### src/rtl/btb_update_ctrl_if.sv
// Bundle between the fetch/execute pipeline (master) and the BTB with its update sequencer (slave).
// Update handshake: an update transfers on a rising edge where upd_valid and upd_ready are both 1; the master holds it otherwise.
interface btb_update_ctrl_if #(
  parameter int ADDR_W = 32
);
  logic [ADDR_W-1:0] lookup_pc;
  logic              hit_s1;
  logic              p_s1;
  logic [ADDR_W-1:0] target_s1;
  logic              upd_valid;
  logic [ADDR_W-1:0] upd_pc;
  logic [ADDR_W-1:0] upd_target;
  logic              upd_taken;
  logic              upd_ready;
  logic              clear_req;
  logic              clear_busy;
  logic [1:0]        dbg_state;

  modport master (
    output lookup_pc, upd_valid, upd_pc, upd_target, upd_taken, clear_req,
    input  hit_s1, p_s1, target_s1, upd_ready, clear_busy, dbg_state
  );

  modport slave (
    input  lookup_pc, upd_valid, upd_pc, upd_target, upd_taken, clear_req,
    output hit_s1, p_s1, target_s1, upd_ready, clear_busy, dbg_state
  );
endinterface

### src/rtl/btb_update_ctrl.sv
// Direct-mapped BTB with 2-bit counters; stage-4 resolutions are queued and committed by
// read-modify-write, and a full-table clear is walked one entry per cycle by the same FSM.
module btb_update_ctrl #(
  parameter int ENTRIES = 16,
  parameter int IDX_W   = 4,
  parameter int ADDR_W  = 32,
  parameter int QDEPTH  = 2
) (
  input logic              clk,
  input logic              rst_n,
  btb_update_ctrl_if.slave bus
);
  localparam int TAG_W = ADDR_W - IDX_W - 2;
  localparam int QP_W  = (QDEPTH > 1) ? $clog2(QDEPTH) : 1;
  localparam int QC_W  = $clog2(QDEPTH + 1);

  typedef enum logic [1:0] {
    ST_IDLE  = 2'd0,
    ST_WRITE = 2'd1,
    ST_CLEAR = 2'd2
  } state_t;

  state_t            r_state;
  logic              r_valid [ENTRIES];
  logic [TAG_W-1:0]  r_tag   [ENTRIES];
  logic [ADDR_W-1:0] r_tgt   [ENTRIES];
  logic [1:0]        r_ctr   [ENTRIES];

  logic [ADDR_W-1:0] r_q_pc  [QDEPTH];
  logic [ADDR_W-1:0] r_q_tgt [QDEPTH];
  logic              r_q_tkn [QDEPTH];
  logic [QP_W-1:0]   r_wr_ptr;
  logic [QP_W-1:0]   r_rd_ptr;
  logic [QC_W-1:0]   r_count;
  logic              r_clear_pend;
  logic [IDX_W-1:0]  r_walk;

  logic [IDX_W-1:0]  r_w_idx;
  logic [TAG_W-1:0]  r_w_tag;
  logic [ADDR_W-1:0] r_w_tgt;
  logic              r_w_tkn;
  logic              r_w_hit;
  logic [1:0]        r_w_ctr;

  logic [IDX_W-1:0]  w_lk_idx;
  logic [TAG_W-1:0]  w_lk_tag;
  logic              w_lk_hit;
  logic              w_clear_busy;
  logic              w_full;
  logic              w_empty;
  logic              w_ready;
  logic              w_push;
  logic              w_pop;
  logic [ADDR_W-1:0] w_hd_pc;
  logic [IDX_W-1:0]  w_hd_idx;
  logic [TAG_W-1:0]  w_hd_tag;
  logic              w_unused;

  assign w_lk_idx     = bus.lookup_pc[IDX_W+1:2];
  assign w_lk_tag     = bus.lookup_pc[ADDR_W-1:IDX_W+2];
  assign w_clear_busy = r_clear_pend | (r_state == ST_CLEAR);
  assign w_lk_hit     = r_valid[w_lk_idx] && (r_tag[w_lk_idx] == w_lk_tag) && !w_clear_busy;

  assign bus.hit_s1     = w_lk_hit;
  assign bus.p_s1       = w_lk_hit & r_ctr[w_lk_idx][1];
  assign bus.target_s1  = w_lk_hit ? r_tgt[w_lk_idx] : '0;
  assign bus.clear_busy = w_clear_busy;
  assign bus.dbg_state  = r_state;

  // Ready is independent of a same-cycle pop so it never combinationally loops through the FSM.
  assign w_full      = (r_count == QC_W'(QDEPTH));
  assign w_empty     = (r_count == '0);
  assign w_ready     = !w_full && !r_clear_pend && (r_state != ST_CLEAR);
  assign bus.upd_ready = w_ready;
  assign w_push      = bus.upd_valid && w_ready;
  assign w_pop       = (r_state == ST_IDLE) && !w_empty;

  assign w_hd_pc  = r_q_pc[r_rd_ptr];
  assign w_hd_idx = w_hd_pc[IDX_W+1:2];
  assign w_hd_tag = w_hd_pc[ADDR_W-1:IDX_W+2];
  assign w_unused = ^{bus.lookup_pc[1:0], w_hd_pc[1:0]};

  function automatic logic [QP_W-1:0] next_ptr(input logic [QP_W-1:0] p);
    return (p == QP_W'(QDEPTH - 1)) ? '0 : p + QP_W'(1);
  endfunction

  always_ff @(posedge clk or negedge rst_n) begin
    if (!rst_n) begin
      r_state      <= ST_IDLE;
      r_clear_pend <= 1'b0;
      r_walk       <= '0;
      r_wr_ptr     <= '0;
      r_rd_ptr     <= '0;
      r_count      <= '0;
      r_w_idx      <= '0;
      r_w_tag      <= '0;
      r_w_tgt      <= '0;
      r_w_tkn      <= 1'b0;
      r_w_hit      <= 1'b0;
      r_w_ctr      <= 2'd0;
      for (int i = 0; i < ENTRIES; i++) begin
        r_valid[i] <= 1'b0;
        r_tag[i]   <= '0;
        r_tgt[i]   <= '0;
        r_ctr[i]   <= 2'd0;
      end
      for (int j = 0; j < QDEPTH; j++) begin
        r_q_pc[j]  <= '0;
        r_q_tgt[j] <= '0;
        r_q_tkn[j] <= 1'b0;
      end
    end else begin
      if (w_push) begin
        r_q_pc[r_wr_ptr]  <= bus.upd_pc;
        r_q_tgt[r_wr_ptr] <= bus.upd_target;
        r_q_tkn[r_wr_ptr] <= bus.upd_taken;
        r_wr_ptr          <= next_ptr(r_wr_ptr);
      end
      if (w_pop) r_rd_ptr <= next_ptr(r_rd_ptr);
      case ({w_push, w_pop})
        2'b10:   r_count <= r_count + QC_W'(1);
        2'b01:   r_count <= r_count - QC_W'(1);
        default: r_count <= r_count;
      endcase

      if (r_state == ST_CLEAR) begin
        if (r_walk == IDX_W'(ENTRIES - 1)) r_clear_pend <= 1'b0;
      end else if (bus.clear_req) begin
        r_clear_pend <= 1'b1;
      end

      case (r_state)
        ST_IDLE: begin
          if (r_clear_pend && w_empty) begin
            r_state <= ST_CLEAR;
            r_walk  <= '0;
          end else if (!w_empty) begin
            r_w_idx <= w_hd_idx;
            r_w_tag <= w_hd_tag;
            r_w_tgt <= r_q_tgt[r_rd_ptr];
            r_w_tkn <= r_q_tkn[r_rd_ptr];
            r_w_hit <= r_valid[w_hd_idx] && (r_tag[w_hd_idx] == w_hd_tag);
            r_w_ctr <= r_ctr[w_hd_idx];
            r_state <= ST_WRITE;
          end
        end
        ST_WRITE: begin
          // Entry snapshot taken at pop is safe: nothing else writes the table between pop and commit.
          if (r_w_hit) begin
            if (r_w_tkn) begin
              r_ctr[r_w_idx] <= (r_w_ctr == 2'd3) ? 2'd3 : r_w_ctr + 2'd1;
              r_tgt[r_w_idx] <= r_w_tgt;
            end else begin
              r_ctr[r_w_idx] <= (r_w_ctr == 2'd0) ? 2'd0 : r_w_ctr - 2'd1;
            end
          end else if (r_w_tkn) begin
            r_valid[r_w_idx] <= 1'b1;
            r_tag[r_w_idx]   <= r_w_tag;
            r_tgt[r_w_idx]   <= r_w_tgt;
            r_ctr[r_w_idx]   <= 2'd2;
          end
          r_state <= ST_IDLE;
        end
        ST_CLEAR: begin
          r_valid[r_walk] <= 1'b0;
          r_ctr[r_walk]   <= 2'd0;
          r_walk          <= r_walk + IDX_W'(1);
          if (r_walk == IDX_W'(ENTRIES - 1)) r_state <= ST_IDLE;
        end
        default: r_state <= ST_IDLE;
      endcase
    end
  end
endmodule

### src/flat_wrapper.sv
// flat-port wrapper written by rule: the top's interface ports become plain ports
module btb_update_ctrl_flat 
#(
  parameter int ENTRIES = 16,
  parameter int IDX_W   = 4,
  parameter int ADDR_W  = 32,
  parameter int QDEPTH  = 2
)
  (clk, rst_n, bus_lookup_pc, bus_upd_valid, bus_upd_pc, bus_upd_target, bus_upd_taken, bus_clear_req, bus_hit_s1, bus_p_s1, bus_target_s1, bus_upd_ready, bus_clear_busy, bus_dbg_state);
  btb_update_ctrl_if #(.ADDR_W(ADDR_W)) bus_i ();
  input logic clk;
  input logic rst_n;
  input wire logic [$bits(bus_i.lookup_pc)-1:0] bus_lookup_pc;
  input wire logic [$bits(bus_i.upd_valid)-1:0] bus_upd_valid;
  input wire logic [$bits(bus_i.upd_pc)-1:0] bus_upd_pc;
  input wire logic [$bits(bus_i.upd_target)-1:0] bus_upd_target;
  input wire logic [$bits(bus_i.upd_taken)-1:0] bus_upd_taken;
  input wire logic [$bits(bus_i.clear_req)-1:0] bus_clear_req;
  output wire logic [$bits(bus_i.hit_s1)-1:0] bus_hit_s1;
  output wire logic [$bits(bus_i.p_s1)-1:0] bus_p_s1;
  output wire logic [$bits(bus_i.target_s1)-1:0] bus_target_s1;
  output wire logic [$bits(bus_i.upd_ready)-1:0] bus_upd_ready;
  output wire logic [$bits(bus_i.clear_busy)-1:0] bus_clear_busy;
  output wire logic [$bits(bus_i.dbg_state)-1:0] bus_dbg_state;
  assign bus_i.lookup_pc = bus_lookup_pc;
  assign bus_i.upd_valid = bus_upd_valid;
  assign bus_i.upd_pc = bus_upd_pc;
  assign bus_i.upd_target = bus_upd_target;
  assign bus_i.upd_taken = bus_upd_taken;
  assign bus_i.clear_req = bus_clear_req;
  assign bus_hit_s1 = bus_i.hit_s1;
  assign bus_p_s1 = bus_i.p_s1;
  assign bus_target_s1 = bus_i.target_s1;
  assign bus_upd_ready = bus_i.upd_ready;
  assign bus_clear_busy = bus_i.clear_busy;
  assign bus_dbg_state = bus_i.dbg_state;
  btb_update_ctrl #(.ENTRIES(ENTRIES), .IDX_W(IDX_W), .ADDR_W(ADDR_W), .QDEPTH(QDEPTH)) u_core (.clk(clk), .rst_n(rst_n), .bus(bus_i));
endmodule
### config.mk
export PLATFORM = sky130hd
export DESIGN_NAME = btb_update_ctrl_flat
export DESIGN_NICKNAME = d
export VERILOG_FILES = /design/src/rtl/btb_update_ctrl_if.sv /design/src/rtl/btb_update_ctrl.sv /design/src/flat_wrapper.sv
export SDC_FILE = /design/constraint.sdc
export NUM_CORES = 2
export LEC_CHECK = 0
export BUFFER_PORTS_ARGS = -buffer_cell sky130_fd_sc_hd__clkbuf_2
export CORE_MARGIN = 5
export CORE_UTILIZATION = 60
export DETAILED_ROUTE_END_ITERATION = 8
export PLACE_DENSITY_LB_ADDON = 0.1
export SLEW_MARGIN = 20
export SYNTH_ARGS = -nofsm -noshare
export SYNTH_HDL_FRONTEND = slang
export SYNTH_SLANG_ARGS = --single-unit
### constraint.sdc
create_clock -name clk -period 11.8 [get_ports clk]
set_clock_uncertainty 0.05 [all_clocks]
set_input_delay 2.95 -clock clk [delete_from_list [all_inputs] [get_ports clk]]
set_output_delay 2.95 -clock clk [all_outputs]
set_load 0.02 [all_outputs]
# Word-level counts from Yosys, hierarchy flattened
# Index checks and enable logic that the tools add are counted.
[word_totals] reg_bits=1183 latch_bits=0 ram_bits=0 mem_bits_ro=0 in_bits=101 out_inout_bits=38 word_cells=238 memories=0
[classes] n_addsub=7 n_mul=0 div_mod_pow=0 order_cmp=9 n_eq_ne=16 shifts=0 muxes=75 bitwise=19 n_reduce_logical=30
[op_table] operator="$bwmux 512" count=1
[op_table] operator="$mux 32" count=14
[op_table] operator="$bwmux 416" count=1
[op_table] operator="$bmux 26 s4" count=2
[op_table] operator="$mux 26" count=5
[op_table] operator="$bmux 32 s4" count=1
[op_table] operator="$bwmux 64" count=2
[op_table] operator="$demux 32 s4" count=1
[op_table] operator="$demux 26 s4" count=1
[op_table] operator="$bwmux 32" count=2
[op_table] operator="$pmux 32 s2" count=1
[op_table] operator="$eq 26x26->1" count=2
[op_table] operator="$and 16x16->16" count=2
[op_table] operator="$and 32x32->32" count=1
[op_table] operator="$demux 32 s1" count=1
[op_table] operator="$mux 16" count=2
[op_table] operator="$not 16->16" count=2
[op_table] operator="$not 32->32" count=1
[op_table] operator="$or 16x16->16" count=2
[op_table] operator="$pmux 16 s2" count=1
[op_table] operator="$mux 2" count=11
[op_table] operator="$ge 5x5->1 const B" count=4
[op_table] operator="$not 4->5" count=4
[op_table] operator="$bmux 2 s4" count=2
[op_table] operator="other kinds (33)" count=90

# Longest topological paths before layout
[logic_depth] ltp_word=10 mapped_depth=14 mapped_depth_nobuf=10

# Least setup slack after synthesis
# OpenSTA, ideal clock, no wires.
[synth_path] path_type="input-to-output" from="input bus_lookup_pc[3]" to="output bus_target_s1[22]" arrival_time_ns=5.559 t_required_ns=8.800 setup_slack_ns=3.241 cell_stages=10 n_path_buf=4 path_cell_list="clkbuf_1 -> buf_2 -> buf_1 -> mux4_2 -> mux4_2 -> xnor2_1 -> nand4_1 -> nor3_2 -> clkbuf_1 -> and3_1"
[synth_via] elab_chain_cells=8 word_cells_on_any_way=14 cone_classes="eq/ne (1); mux (10); bitwise (1); reduce/logical (2)"
[synth_lines] element="start: declaration" line_no="flat_wrapper.sv:13" text="input wire logic [$bits(bus_i.lookup_pc)-1:0] bus_lookup_pc;"
[synth_lines] element="$not 4->5 (implied by the code) (*)" line_no="btb_update_ctrl.sv:62, btb_update_ctrl.sv:66"
[synth_lines] element="$bmux 26 s4" line_no="btb_update_ctrl.sv:62" text="assign w_lk_hit = r_valid[w_lk_idx] && (r_tag[w_lk_idx] == w_lk_tag) && !w_clear_busy;"
[synth_lines] element="$mux 26 (implied by the code) (2 in a row)" line_no="btb_update_ctrl.sv:62"
[synth_lines] element="$eq 26x26->1" line_no="btb_update_ctrl.sv:62"
[synth_lines] element="$logic_and 1x1->1 (2 in a row)" line_no="btb_update_ctrl.sv:62"
[synth_lines] element="$mux 32 (*)" line_no="btb_update_ctrl.sv:66" text="assign bus.target_s1 = w_lk_hit ? r_tgt[w_lk_idx] : '0;"
[synth_lines] element="end: declaration" line_no="flat_wrapper.sv:21" text="output wire logic [$bits(bus_i.target_s1)-1:0] bus_target_s1;"
# Mark *: on every way between the ends. The rest lies on a longest branch, timed or not. The select of a mux whose other input is x is not followed.

# Final worst setup path
[layout_path] from="input bus_lookup_pc[2]" to="output bus_target_s1[21]"
# Same word-level chain as after synthesis.

==> impl_metrics.ini <==
[pwr]
p_sw_share_pct = 33.1
vdd_ir_drop_max_uv = 213
p_clk_share_pct = 33.6
p_int_uw = 7790
p_seq_share_pct = 44.4
p_leak_uw = 0.0296
power_density_nw_per_um2 = 184
p_comb_share_pct = 21.9
net-switching-power_uw = 3850

[min_path]
holdPathStages = 1
min_path_type = flop to flop

[cts]
cts_buffers = 120
htreeDepth = 3
cts_resized = 0
postCtsSetupBuffers = 0
cts_sinks = 1179
cts_root_buf = clkbuf_16
worst_skew_pair.late_latency_ns = 0.72
cts_tree = yes
path_clk_slew_ns = 0.06
cts_hold_buf = 0
cts_buffer_depth = 3

[logic_synthesis]
synth_xor_xnor_area_share_pct = 1.06
synth_top_family_by_area = multiplexers
synthTopCellsByArea = dfrtp_1 (52%), mux2_2 (21%), mux4_2 (13%)
post-synth-top-count-cell = dfrtp_1
syn_inst = 4101
postSynthAreaPerCell_um2 = 14.0
synth_commonest_cells = dfrtp_1 (1179), mux2_2 (1061), nand2_1 (366)
synthAdderAreaFrac_pct = 0.192
yosysTopAreaCell = dfrtp_1
synth-simple-area-share_pct = 5.22
async_reset_ff_share_pct = 100
ys_warn_count = 0
synth_seq_cells = 1179
synth_area_um2 = 57200
ys_seq_area_share_pct = 51.5
synth-edff-count = 0
synth_mux_area_share_pct = 36.3
synth_top_area_share_pct = 51.5
synth.distinct_cells = 63
ys.flop_type = dfrtp_1
synth_nets = 4210
synth_compound_area_share_pct = 3.06

[detailed_routing]
vias_per_cell = 6.55
antenna_left = 0
dr.pass1.iters = 5
via_count = 35900
drc_errors = 0
detail_route.wl_per_cell_um = 28.0
drt_wl_total_um = 153000
drt_iter0_drc = 3374

[worst_setup_path]
cp.required_ns = 8.80
reg2reg_depth = 9
end_kind = output port
rr_startpoint = u_core.r_rd_ptr$_DFFE_PN0P_
reg2reg_slack_ns = 6.69
worstSetupStartpointType = input pin
reg2reg_to = u_core.r_w_hit$_DFFE_PN0P_
worstSetupPathType = input pin to output port
crit_path_end = bus_target_s1[21]
crit_start = bus_lookup_pc[2]
crit_fanout = 78
cp.arrival_ns = 6.94

[cells_and_area]
fillers = 6852
register_area_um2 = 29500
syn_to_final_growth_pct = 10.3
final_util_pct = 66.5
fin_nets = 4213
multi_input_area_um2 = 26500
fin_cells = 5472
drive_gt1_share_pct = 43.9
fin_area_um2 = 63100

[die]
coreArea_um2 = 94900
top_level_ports = 139
die-area_um2 = 102000
die_h_um = 319
initial_core_util_pct = 60.3
fp.dieW_um = 319
fp-row-count = 113

[sta]
max_freq_mhz = 101
slew_violations = 0
slew_headroom_pct = 22.6
setup_viol = 0
worstMarginPinSlew_ns = 1.13
fin_crit_ns = 9.94
post-route-period-util_pct = 84.3
rsz0062_at_grt = no
hold_violations = 0
fin_ws_ns = 1.86
fin_setup_tns_ns = 0

[placement]
port_buffers = 134
dpl_cell_area_um2 = 59000
place_congestion = 0.868
placed_cells = 5246
pre_cts_ws_ns = 1.80
dp_hpwl_um = 86800

[grt]
grt_max_degree = 171
grt_usage_pct = 30.2
overflow = 0
grt_pass1_vias = 36800
grt_pass1_wl_um = 235000
antenna_found_initial = 2

[run]
maxCapViolations = 0

[status]
outcome = completed
## worst min-delay path by stage
stage	from	endpoint
2_1_floorplan	u_core.r_wr_ptr$_DFFE_PN0P_	u_core.r_wr_ptr$_DFFE_PN0P_
3_3_place_gp	u_core.r_tgt[215]$_DFFE_PN0P_	u_core.r_tgt[215]$_DFFE_PN0P_
3_5_place_dp	u_core.r_tgt[330]$_DFFE_PN0P_	u_core.r_tgt[330]$_DFFE_PN0P_
4_1_cts	u_core.r_tgt[97]$_DFFE_PN0P_	u_core.r_tgt[97]$_DFFE_PN0P_
5_1_grt	u_core.r_tgt[207]$_DFFE_PN0P_	u_core.r_tgt[207]$_DFFE_PN0P_
6_report	u_core.r_tgt[267]$_DFFE_PN0P_	u_core.r_tgt[267]$_DFFE_PN0P_
## routing by layer
layer | up-vias | GRT usage [%] | share of wire [%]
met5 | - | 0 | 0
met2 | 1155 | 49.2 | 48
li1 | 15200 | - | -
met4 | 0 | 11.6 | 4.5
met1 | 19200 | 41.9 | 41
met3 | 329 | 4.38 | 5.7
## power groups by stage
stage | Clock, uW | Sequential [uW] | Combinational, uW
floorplan | 0 | 4820 | 1920
global placement | 0 | 5200 | 2500
detailed placement | 0 | 5210 | 2530
CTS | 3970 | 5150 | 2550
global route | 4160 | 5240 | 2720
finish | 3910 | 5170 | 2550
## stage by stage
| step | hold slack [ns] | power [uW] |
|---|---|---|
| after floorplan | 0.411 | 6740 |
| after global placement | 0.432 | 7700 |
| after detailed placement | 0.438 | 7750 |
| after CTS | 0.452 | 11700 |
| after global routing | 0.462 | 12100 |
| final | 0.451 | 11600 |
## area by class of cell
type	count	area share [%]
flip-flops and latches	1179	46.8
inverters	13	0.0773
clock buffers	176	5.54
clock inverters	47	0.898
diodes	2	0.00793
well taps	1265	2.51
repair buffers	210	2.21
multi-input cells	2580	42.0
## sequential cells by signal, indices dropped and copies added, names as in the netlist, 2 cells and up
signal and count:
u_core.r_count 2, u_core.r_tgt 512, u_core.r_w_idx 4, u_core.r_tag 416
u_core.r_q_tgt 64, u_core.r_q_pc 60, u_core.r_w_tgt 32, u_core.r_ctr 32
u_core.r_w_ctr 2, u_core.r_w_tag 26, u_core.r_valid 16, u_core.bus.dbg_state 2
u_core.r_walk 4, u_core.r_q_tkn 2
## cell usage in the layout, fill, tap and decap left out, drive strengths merged, types with 3 or more instances in the layout
cell type	Yosys	layout
clkbuf	202	306
o221ai	6	6
a21oi	62	62
nand4	20	20
buf	127	80
nand2b	10	10
dfrtp	1179	1179
nor4	8	8
o21ai	166	166
clkinvlp	0	3
a221oi	4	4
bufinv	0	11
and3	47	47
a21boi	3	3
inv	13	19
a22oi	3	3
nor2b	8	8
nor2	62	62
o22ai	6	6
a32oi	7	7
a31oi	8	8
xnor2	40	40
a311oi	12	12
mux2	1062	1062
mux2i	135	135
a21o	4	4
ha	8	8
and2	3	3
clkinv	0	27
mux4	332	332
nor3	19	19
nand2	366	366
xor2	29	29
a32o	3	3
nand3	117	117
## worst max-delay path, cell delays in order
cell and delay [ns]:
buf_8 0.69, buf_4 0.43, mux4_2 0.54, mux4_2 0.49
xnor2_1 0.41, nand4_1 0.25, nor3_4 0.23, buf_4 0.40
and3_1 0.26, clkbuf_2 0.17
## cells by family after synthesis
family | Yosys count
and+or+nand+nor | 670
muxes | 1529
adders and majority gates | 9
buffers and inverters | 342
xor gates and xnor gates | 69
DFF | 1179
AOI/OAI and AO/OA | 303
Note: power is estimated with default switching activity, not from simulation.
